===== src/rtl/mem_port_arbiter.sv =====
`default_nettype none
// ============================================================================
// Module      : mem_port_arbiter
// Description : Two-requester round-robin arbiter for a single-port memory
//               with a fixed read latency. One transaction at a time walks
//               IDLE -> ISSUE -> WAIT -> DONE; the winner gets a one-cycle
//               ack with its read data.
// Ports       : clk, reset          - clock, async active-high reset
//               req/we/addr/wdata0  - requester 0 (CPU)
//               req/we/addr/wdata1  - requester 1 (loader/debug)
//               ack0/1, rdata0/1    - completion pulse and read data
//               mem_en/we/addr/wdata, mem_rdata - memory-side port
//               busy, grant         - activity flag and one-hot owner
// Revision    : 1.0 - initial release
// ============================================================================
module mem_port_arbiter #(
   parameter int LATENCY = 2,
   parameter int AW      = 32
) (
   input  logic          clk,
   input  logic          reset,
   input  logic          req0,
   input  logic          req1,
   input  logic          we0,
   input  logic          we1,
   input  logic [AW-1:0] addr0,
   input  logic [AW-1:0] addr1,
   input  logic [31:0]   wdata0,
   input  logic [31:0]   wdata1,
   output logic          ack0,
   output logic          ack1,
   output logic [31:0]   rdata0,
   output logic [31:0]   rdata1,
   output logic          mem_en,
   output logic          mem_we,
   output logic [AW-1:0] mem_addr,
   output logic [31:0]   mem_wdata,
   input  logic [31:0]   mem_rdata,
   output logic          busy,
   output logic [1:0]    grant
);

   typedef enum logic [1:0] {
      ST_IDLE  = 2'd0,
      ST_ISSUE = 2'd1,
      ST_WAIT  = 2'd2,
      ST_DONE  = 2'd3
   } state_t;

   // WAIT runs LATENCY cycles, counting LATENCY-1 down to 0.
   localparam logic [3:0] c_cnt_init = 4'(LATENCY - 1);

   state_t        state_q, state_d;
   logic [3:0]    cnt_q, cnt_d;
   logic          owner_q, owner_d;   // requester id of the active transaction
   logic          last_q, last_d;     // requester granted most recently
   logic          we_q, we_d;
   logic [AW-1:0] addr_q, addr_d;
   logic [31:0]   wdata_q, wdata_d;
   logic [31:0]   rdata_q, rdata_d;
   logic          w_win;

   // On a tie the requester that did not win last time takes the port.
   assign w_win = (req0 && req1) ? ~last_q : req1;

   always_comb begin
      state_d = state_q;
      cnt_d   = cnt_q;
      owner_d = owner_q;
      last_d  = last_q;
      we_d    = we_q;
      addr_d  = addr_q;
      wdata_d = wdata_q;
      rdata_d = rdata_q;
      case (state_q)
         ST_IDLE: begin
            if (req0 || req1) begin
               owner_d = w_win;
               last_d  = w_win;
               we_d    = w_win ? we1    : we0;
               addr_d  = w_win ? addr1  : addr0;
               wdata_d = w_win ? wdata1 : wdata0;
               state_d = ST_ISSUE;
            end
         end
         ST_ISSUE: begin
            cnt_d   = c_cnt_init;
            state_d = ST_WAIT;
         end
         ST_WAIT: begin
            if (cnt_q == 4'd0) begin
               // Memory presents the word in this cycle.
               rdata_d = mem_rdata;
               state_d = ST_DONE;
            end else begin
               cnt_d = cnt_q - 4'd1;
            end
         end
         ST_DONE: begin
            state_d = ST_IDLE;
         end
         default: begin
            state_d = ST_IDLE;
         end
      endcase
   end

   always_ff @(posedge clk or posedge reset) begin
      if (reset) begin
         state_q <= ST_IDLE;
         cnt_q   <= 4'd0;
         owner_q <= 1'b0;
         last_q  <= 1'b1;   // requester 0 wins the first tie
         we_q    <= 1'b0;
         addr_q  <= '0;
         wdata_q <= 32'd0;
         rdata_q <= 32'd0;
      end else begin
         state_q <= state_d;
         cnt_q   <= cnt_d;
         owner_q <= owner_d;
         last_q  <= last_d;
         we_q    <= we_d;
         addr_q  <= addr_d;
         wdata_q <= wdata_d;
         rdata_q <= rdata_d;
      end
   end

   // Outputs decode the registered state only, so an asynchronous reset
   // clears them immediately.
   assign mem_en    = (state_q == ST_ISSUE);
   assign mem_we    = mem_en & we_q;
   assign mem_addr  = addr_q;
   assign mem_wdata = wdata_q;
   assign busy      = (state_q != ST_IDLE);
   assign grant     = busy ? (owner_q ? 2'b10 : 2'b01) : 2'b00;
   assign ack0      = (state_q == ST_DONE) && !owner_q;
   assign ack1      = (state_q == ST_DONE) &&  owner_q;
   assign rdata0    = ack0 ? rdata_q : 32'd0;
   assign rdata1    = ack1 ? rdata_q : 32'd0;

endmodule
`default_nettype wire

===== config.mk =====
export PLATFORM = sky130hd
export DESIGN_NAME = mem_port_arbiter
export DESIGN_NICKNAME = d
export VERILOG_FILES = /design/src/rtl/mem_port_arbiter.sv
export SDC_FILE = /design/constraint.sdc
export NUM_CORES = 1
export LEC_CHECK = 0
export CAP_MARGIN = 20
export CORE_MARGIN = 2
export CORE_UTILIZATION = 40
export DETAILED_ROUTE_END_ITERATION = 8
export PLACE_DENSITY = 0.84
export RECOVER_POWER = 100
export SYNTH_ARGS = -nofsm -noshare
export SYNTH_HDL_FRONTEND = slang
export SYNTH_SLANG_ARGS = --single-unit

===== constraint.sdc =====
create_clock -name clk -period 5.6 [get_ports clk]
set_clock_uncertainty 0.05 [all_clocks]
set_input_delay 0.84 -clock clk [delete_from_list [all_inputs] [get_ports clk]]
set_output_delay 0.84 -clock clk [all_outputs]
set_load 0.05 [all_outputs]

# After elaboration in Yosys (flattened, before gate mapping)
# Index checks and enable logic that the tools add are counted.
# op_classes
n_addsub	1
eq_ne	6
mux	13
n_bitwise	2
reduce_logical	13
# op_table
cell	n
32-bit two-way mux	4
2-bit two-way mux	4
2-bit case mux with 4 select lines	1
4-bit case mux with 2 select lines	1
2-bit AND reduction	4
2-bit != test, second input constant	3
2-bit equality test, second input constant	2
4-bit logical NOT	1
4-bit two-way mux	1
2-bit nonzero test	2
4-bit by 1-bit subtractor with 4-bit output, second input constant	1
1-bit logical AND	3
2-bit by 1-bit equality test with 1-bit output, second input constant	1
2-bit logical NOT	1
1-bit two-way mux	2
1-bit AND	1
1-bit logical NOT	1
1-bit logical OR	1
1-bit inverter	1
# word_totals
regBits	105
input_bits	166

# Logic depth before layout (Yosys ltp)
# Gate-level depths: netlist of run 1.
# logic_depth
depth_word	3
depth_mapped	7
depth_no_buf	5

# Worst setup path after synthesis of run 1
# OpenSTA, ideal clock, no wires.
# synth_timing
kind	register to output
start	register state_q[0]
end	output port rdata0[22]
arrival_time_ns	1.974
setup_slack_ns	2.736
stages_incl_launch_ff	5
cell_sequence	dfrtp_1 > ha_1 > nor2b_1 > clkbuf_1 > and2_1
# synth_via
elab_chain_len	3
# synth_rtl
item	line	source
from (decl)	53	state_t state_q, state_d;
from (signal assigned)	119	state_q <= state_d;
2-bit equality test	138	assign ack0 = (state_q == ST_DONE) && !owner_q;
1-bit logical AND	138	
net ack0	30	output logic ack0,
32-bit two-way mux	140	assign rdata0 = ack0 ? rdata_q : 32'd0;
to (decl)	32	output logic [31:0] rdata0,
# The timed path passes the listed nets, and every way through them passes these cells.

# Worst setup path after layout of run 1
# layout_timing
start	register state_q[1]
end	output port rdata0[26]
# layout_via
elab_chain_len	3
# layout_rtl
item	line
2-bit equality test	138
1-bit logical AND	138
32-bit two-way mux	140
# No other way between the ends.

==> summary.txt, run 1 <==
Outcome
  – Status: complete, but fails checks
  – Violated checks: capacitance limit, slew limit

STA
  – Slew @ Worst Pin: 2.03 ns
  – Setup ws final: 1.64 ns
  – Setup-failing EPs final: 0
  – Fin crit period: 3.96 ns
  – Max_slew headroom: -35.3%
  – Final period utilization: 70.6%
  – Pins Over Slew Limit: 121
  – Fmax: 0.253 GHz
  – RSZ-0062 raised after global routing: false
  – Setup tns final: 0 ns
  – Hold Violations, Final: 0

Logic synthesis
  – Top-count cell post-synth: dfrtp_1
  – Leading area contributor after synthesis: dfrtp_1
  – Number of flops mapped to enable cells by yosys: 0
  – Top FF cell, synth: dfrtp_1
  – Post-synth top cells: 104 x dfrtp_1, 71 x nand2_1, 66 x mux2i_1, 40 x o21ai_1, 34 x and2_1
  – Synthesized area: 5150 µm²
  – Cell variety after synth: 30
  – Area share of the largest cell type after synthesis: 50.5%
  – Syn Inst Count: 475
  – Post-synthesis register bit count: 105
  – Sequential fraction of the synthesis area: 51.0%
  – Top cells by area, synth: dfrtp_1 50%, mux2i_1 13%, mux2_2 5.7%
  – Mapped Nets: 646
  – Yosys Warn Count: 0
  – Post-synth ARST share: 100%
  – Mapped Avg Cell Area: 10.8 µm²

Critical path
  – Arrival @ worst endpoint: 3.07 ns
  – Crit Path Max Fanout: 34
  – CP cell instances: ha_1 -> nor2b_1 -> buf_4 -> and2_1 -> dlygate4sd3_1
  – CP Launch Type: register
  – Crit Path Category: reg -> out
  – Worst reg2reg path endpoint: mem_addr[5]
  – Worst Path Required: 4.71 ns
  – Slack of the worst reg-to-reg path: 2.37 ns
  – R2R cell count: 4
  – Critical-path top delay cell: dlygate4sd3_1
  – Reg2reg start: last_q
  – Crit. End Element: output port
  – Critical path's largest stage delay: 0.87 ns

Layout
  – Layout cells sized above 1: 6.57%
  – Antenna cells: 0
  – Area Overhead vs Synth: 65.1%
  – Number of nets in the layout: 927
  – Fin cells: 933
  – Final design utilization: 67.4%

GRT
  – GRT Total Usage: 21.4%
  – Antenna violations before repair: 0
  – Pin count of the biggest net entering global routing: 79
  – First-pass GRT wire length: 23,600 µm
  – Remaining Overflow, GRT: 0
  – Number of global-route vias before repair: 4,616

Pwr
  – Pleak: 4.18 nW
  – Comb power frac: 58.4%
  – Total power: 4.88 mW
  – Switching part of the total: 49.4%
  – PwrDens: 573 nW/µm²
  – Reg power frac: 28.4%
  – Clock power share: 13.2%
  – Internal Power: 2.47 mW
  – Peak supply drop: 0.316 mV
  – Switching Power: 2.41 mW

CTS
  – Cts hold-fix bufs: 0
  – PostCTS Resize Cnt: 0
  – # clock sinks: 105
  – Maximum clock insertion buffer count: 2
  – Clk slew on worst S/H paths: 0.07 ns
  – TritonCTS buffer count: 9
  – Root buffer cell: clkbuf_16
  – Post-CTS Setup Inserts: 0
  – H-tree depth: 3
  – CTS tree: yes
  – Clock insertion delay at the later pin of the skew report: 0.33 ns

Die
  – Die Height: 118 µm
  – Die width: 118 µm
  – Num rows: 41
  – CORE AREA: 12,600 µm²
  – Number of top-level pins: 301
  – Die area: 13,800 µm²
  – Starting density of the core: 40.8%

Routing
  – Vias/cell: 4.87
  – Routed wire length: 14,800 µm
  – Router iterations before antenna repair: 4
  – Via count: 4,544
  – ANT nets after route: 0
  – DR iter-0 viols: 200
  – DRC Markers: 0
  – Post-DR wirelength/cell: 15.8 µm

Hold path
  – Worst min path class: reg -> reg
  – Min-Delay Path Depth: 2
  – Hold_sp: mem_wdata[27]
  – Hold Path End: mem_wdata[27]

Placed design
  – Port Buf Inserts: 300
  – DP Worst Slack: 2.08 ns
  – Dpl cells: 917
  – Gp weighted congestion: 0.834
  – Placed wire-length estimate: 11,600 µm

Job
  – Max-Cap Viols: 3
==> state kept, by name (all words and copies together), names as in the netlist <==
| name | cells |
|---|---|
| cnt_q | 4 |
| state_q | 2 |
| rdata_q | 32 |
| we_q | 1 |
| mem_wdata | 32 |
| mem_addr | 32 |
| owner_q | 1 |
| last_q | 1 |
==> worst max-delay path, delay by kind of cell (launching register included) <==
kind,cells,cell delay [ns]
adders and majority gates,1,0.79
buffers and inverters,2,1.14
DFF,1,0.40
and+or+nand+nor,2,0.38
==> layout make-up <==
class                      instances  area [µm²]
timing repair buffer             306        3070
tap                              172         215
clock buffer                      12         256
multi-input combinational        328        2270
inverter                           6        23.8
fill                            1000        4110
sequential                       105        2630
clock inverter                     4        51.3
==> cells in the final DEF, fill, tap and decap left out, types with 4 or more instances in the layout <==
cell,instances
dfrtp_1,104
and2_1,34
clkbuf_16,9
nand2_1,71
inv_1,5
mux2_1,8
dlygate4sd3_1,137
mux2_2,26
clkdlybuf4s50_1,163
ha_1,5
nor2_1,4
and3_1,32
mux2i_1,66
o21ai_0,65
==> metal layers <==
layer / part of all wire, % / routed length, µm / track usage, % / up-vias
li1: - / - / - / 2194
met1: 37 / 5510 / 23.0 / 2104
met2: 51 / 7500 / 38.6 / 215
met3: 8.2 / 1210 / 6.25 / 31
met4: 3.6 / 532 / 9.94 / 0
met5: 0 / 0 / 0 / -
==> how the worst max path moves through the flow <==
stage / from / to / slack (ns) / cells after the start
6_report: state_q[1] / rdata0[26] / 1.64 / 5
5_1_grt: reset / rdata_q[12] / 1.29 / 3
4_1_cts: state_q[1] / rdata0[26] / 1.71 / 5
3_5_place_dp: state_q[0] / rdata0[26] / 2.08 / 5
3_3_place_gp: state_q[0] / rdata0[12] / 2.19 / 5
2_1_floorplan: reset / cnt_q[0] / 1.95 / 1
==> through the flow <==
step / area (µm²) / hold slack (ns)
after detailed placement: 8250 / 0.420
after global routing: 8510 / 0.446
final: 8510 / 0.424
after floorplan: 5150 / 0.392
after CTS: 8550 / 0.436
after global placement: 8230 / 0.411
==> power by group through the flow <==
stage	clock, mW	sequential (mW)	combinational, mW
floorplan	0	2.11	1.30
global placement	0	1.39	2.96
detailed placement	0	1.41	3.04
CTS	0.659	1.40	3.05
global route	0.691	1.44	3.00
finish	0.644	1.39	2.85
==> kinds of logic after synthesis <==
kind of cell               after synthesis  synth area share [%]
AOI/OAI and AO/OA                       73                  7.40
adders and majority gates                5                  1.21
buffers and inverters                   42                  4.64
DFF                                    105                  51.0
muxes                                  101                  21.1
and+or+nand+nor                        149                  14.6
Note: power is estimated with default switching activity, not from simulation.
==> run 2, diff against run 1 <==
- CORE_UTILIZATION: 40 -> 35
- PLACE_DENSITY: 0.84 -> 0.78
- clock period: 5.6 -> 3.39 ns (I/O delays scaled with it)
==> run 2 against run 1 <==
  * The flow still finishes with violations (capacitance limit, slew limit)
  * Utilization decreased by 6.2 points
  * Via count decreased by 0.42%
  * Sequential share of layout area decreased by 1.2 points
  * Sequential cell count is the same
  * Sequential power increased by 65%
  * Clock power grew 66%
  * Cell area up 4.2%
  * Die area up 14%
  * Global-route usage is 2.1 points lower
  * Critical endpoint is now rdata0[5]
==> summary.txt, run 2 (synthesis results as in run 1) <==
CTS
  – Clock insertion delay at the later pin of the skew report: 0.34 ns
  – PostCTS Resize Cnt: 0
  – TritonCTS buffer count: 9
  – Root buffer cell: clkbuf_16
  – # clock sinks: 105
  – H-tree depth: 3
  – Post-CTS Setup Inserts: 0
  – Maximum clock insertion buffer count: 2
  – CTS tree: yes
  – Clk slew on worst S/H paths: 0.07 ns
  – Cts hold-fix bufs: 0

Placed design
  – Port Buf Inserts: 300
  – DP Worst Slack: 0.817 ns
  – Gp weighted congestion: 0.800
  – Placed wire-length estimate: 11,900 µm

STA
  – Final period utilization: 90.6%
  – Hold Violations, Final: 0
  – Pins Over Slew Limit: 51
  – RSZ-0062 raised after global routing: false
  – Setup ws final: 0.317 ns
  – Fin crit period: 3.07 ns
  – Fmax: 0.325 GHz
  – Slew @ Worst Pin: 1.93 ns
  – Max_slew headroom: -28.7%
  – Setup-failing EPs final: 0
  – Hold slack: 0.425 ns
  – Setup tns final: 0 ns

GRT
  – Pin count of the biggest net entering global routing: 68
  – Number of global-route vias before repair: 4,758
  – GRT Total Usage: 19.2%
  – Antenna violations before repair: 0
  – First-pass GRT wire length: 24,000 µm
  – Remaining Overflow, GRT: 0

Hold path
  – Min-Delay Path Depth: 2
  – Hold Path End: mem_addr[23]
  – Worst min path class: reg -> reg
  – Hold_sp: mem_addr[23]

Pwr
  – Peak supply drop: 0.466 mV
  – Pleak: 4.23 nW
  – PwrDens: 940 nW/µm²
  – Total power: 8.33 mW

Layout
  – Most common cell after layout, fill and taps aside: clkdlybuf4s50_1
  – Layout cells sized above 1: 11.2%
  – Antenna cells: 0
  – Filler cell count in the final layout: 1,182
  – Number of nets in the layout: 929
  – Area Overhead vs Synth: 72.1%
  – Most frequent cells in the layout: 164 x clkdlybuf4s50_1, 104 x dfrtp_1, 103 x dlygate4sd3_1, 71 x nand2_1

Die
  – Starting density of the core: 35.6%
  – Die Height: 125 µm
  – CORE AREA: 14,500 µm²
  – Number of top-level pins: 301
  – Num rows: 44
  – Die area: 15,700 µm²
  – Die width: 125 µm

Outcome
  – Violated checks: capacitance limit, slew limit
  – Status: complete, but fails checks

Critical path
  – Slack of the worst reg-to-reg path: 0.72 ns
  – Reg2reg start: state_q[0]
  – CP Launch Type: register
  – Crit Path Category: reg -> out
  – Worst Path Required: 2.83 ns
  – CP cell instances: ha_1 -> clkbuf_2 -> nor2b_1 -> clkbuf_2 -> and2_1 -> buf_12
  – Arrival @ worst endpoint: 2.51 ns
  – Crit Path Max Fanout: 34
  – Crit. End Element: output port
  – Critical path's largest stage delay: 0.48 ns
  – Critical-path top delay cell: clkbuf_2
  – R2R cell count: 4
  – Cell mode on critical path: clkbuf_2
  – Worst reg2reg path endpoint: rdata_q[10]

Job
  – Max-Cap Viols: 1

Routing
  – Routed wire length: 14,800 µm
  – Via count: 4,525
  – ANT nets after route: 0
  – DR iter-0 viols: 137
  – Vias/cell: 4.78
  – Router iterations before antenna repair: 4
  – Post-DR wirelength/cell: 15.6 µm
  – DRC Markers: 0
-- run 2: cell types whose count changed in the layout (fill, tap and decap cells not counted), moves of 2 or more --
cell	delta
clkbuf_1	-2
buf_12	+33
and2_0	+29
clkbuf_2	+3
dlygate4sd3_1	-34
and2_1	-29
clkbuf_8	+2
-- run 2: power by group --
group	internal (mW)	switching, mW	total, mW
clock	0.648	0.427	1.07
sequential	1.88	0.420	2.30
combinational	1.78	3.17	4.95
total	4.31	4.02	8.33
-- run 2: per-layer routing --
| metal | share of wire [%] | vias up | track usage (%) |
|---|---|---|---|
| met5 | 0 | - | 0 |
| met4 | 3.8 | 0 | 9.35 |
| met3 | 7.9 | 34 | 5.05 |
| met2 | 51 | 212 | 34.1 |
| met1 | 38 | 2077 | 21.4 |
| li1 | - | 2202 | - |
-- run 2: worst max-delay path by stage --
stage | startpoint | to | cells after the start
2_1_floorplan | reset | cnt_q[0] | 1
3_3_place_gp | owner_q | rdata1[8] | 2
3_5_place_dp | owner_q | rdata1[11] | 2
4_1_cts | owner_q | rdata1[11] | 2
5_1_grt | state_q[1] | rdata0[5] | 6
6_report | state_q[0] | rdata0[5] | 6
-- run 2: cell type report --
class	count	area, µm²	area share, %
clock buffer	13	280	3.16
clock inverter	2	35.0	0.395
inverter	6	22.5	0.254
multi-input combinational	328	2260	25.5
sequential	105	2630	29.6
tap	184	230	2.60
timing repair buffer	308	3410	38.4
-- run 2: metrics by stage --
step	cell area [µm²]	util, %	cells
2_1_floorplan	5150	-	475
3_3_place_gp	8610	59.4	931
3_5_place_dp	8610	59.4	931
4_1_cts	8920	61.6	946
5_1_grt	8870	61.2	946
6_report	8870	61.2	946
-- run 2: critical path, delay by kind of cell, from the launching register on --
family        cells  cell delay, ns
fa+ha+maj         1            0.16
buf+inv           3            1.08
flops             1            0.41
simple gates      2            0.51
==> run 3, diff against run 2 <==
- TNS_END_PERCENT: default -> 50
==> results of run 3 <==
Final layout, timing and power as in run 2 (identical DEF).
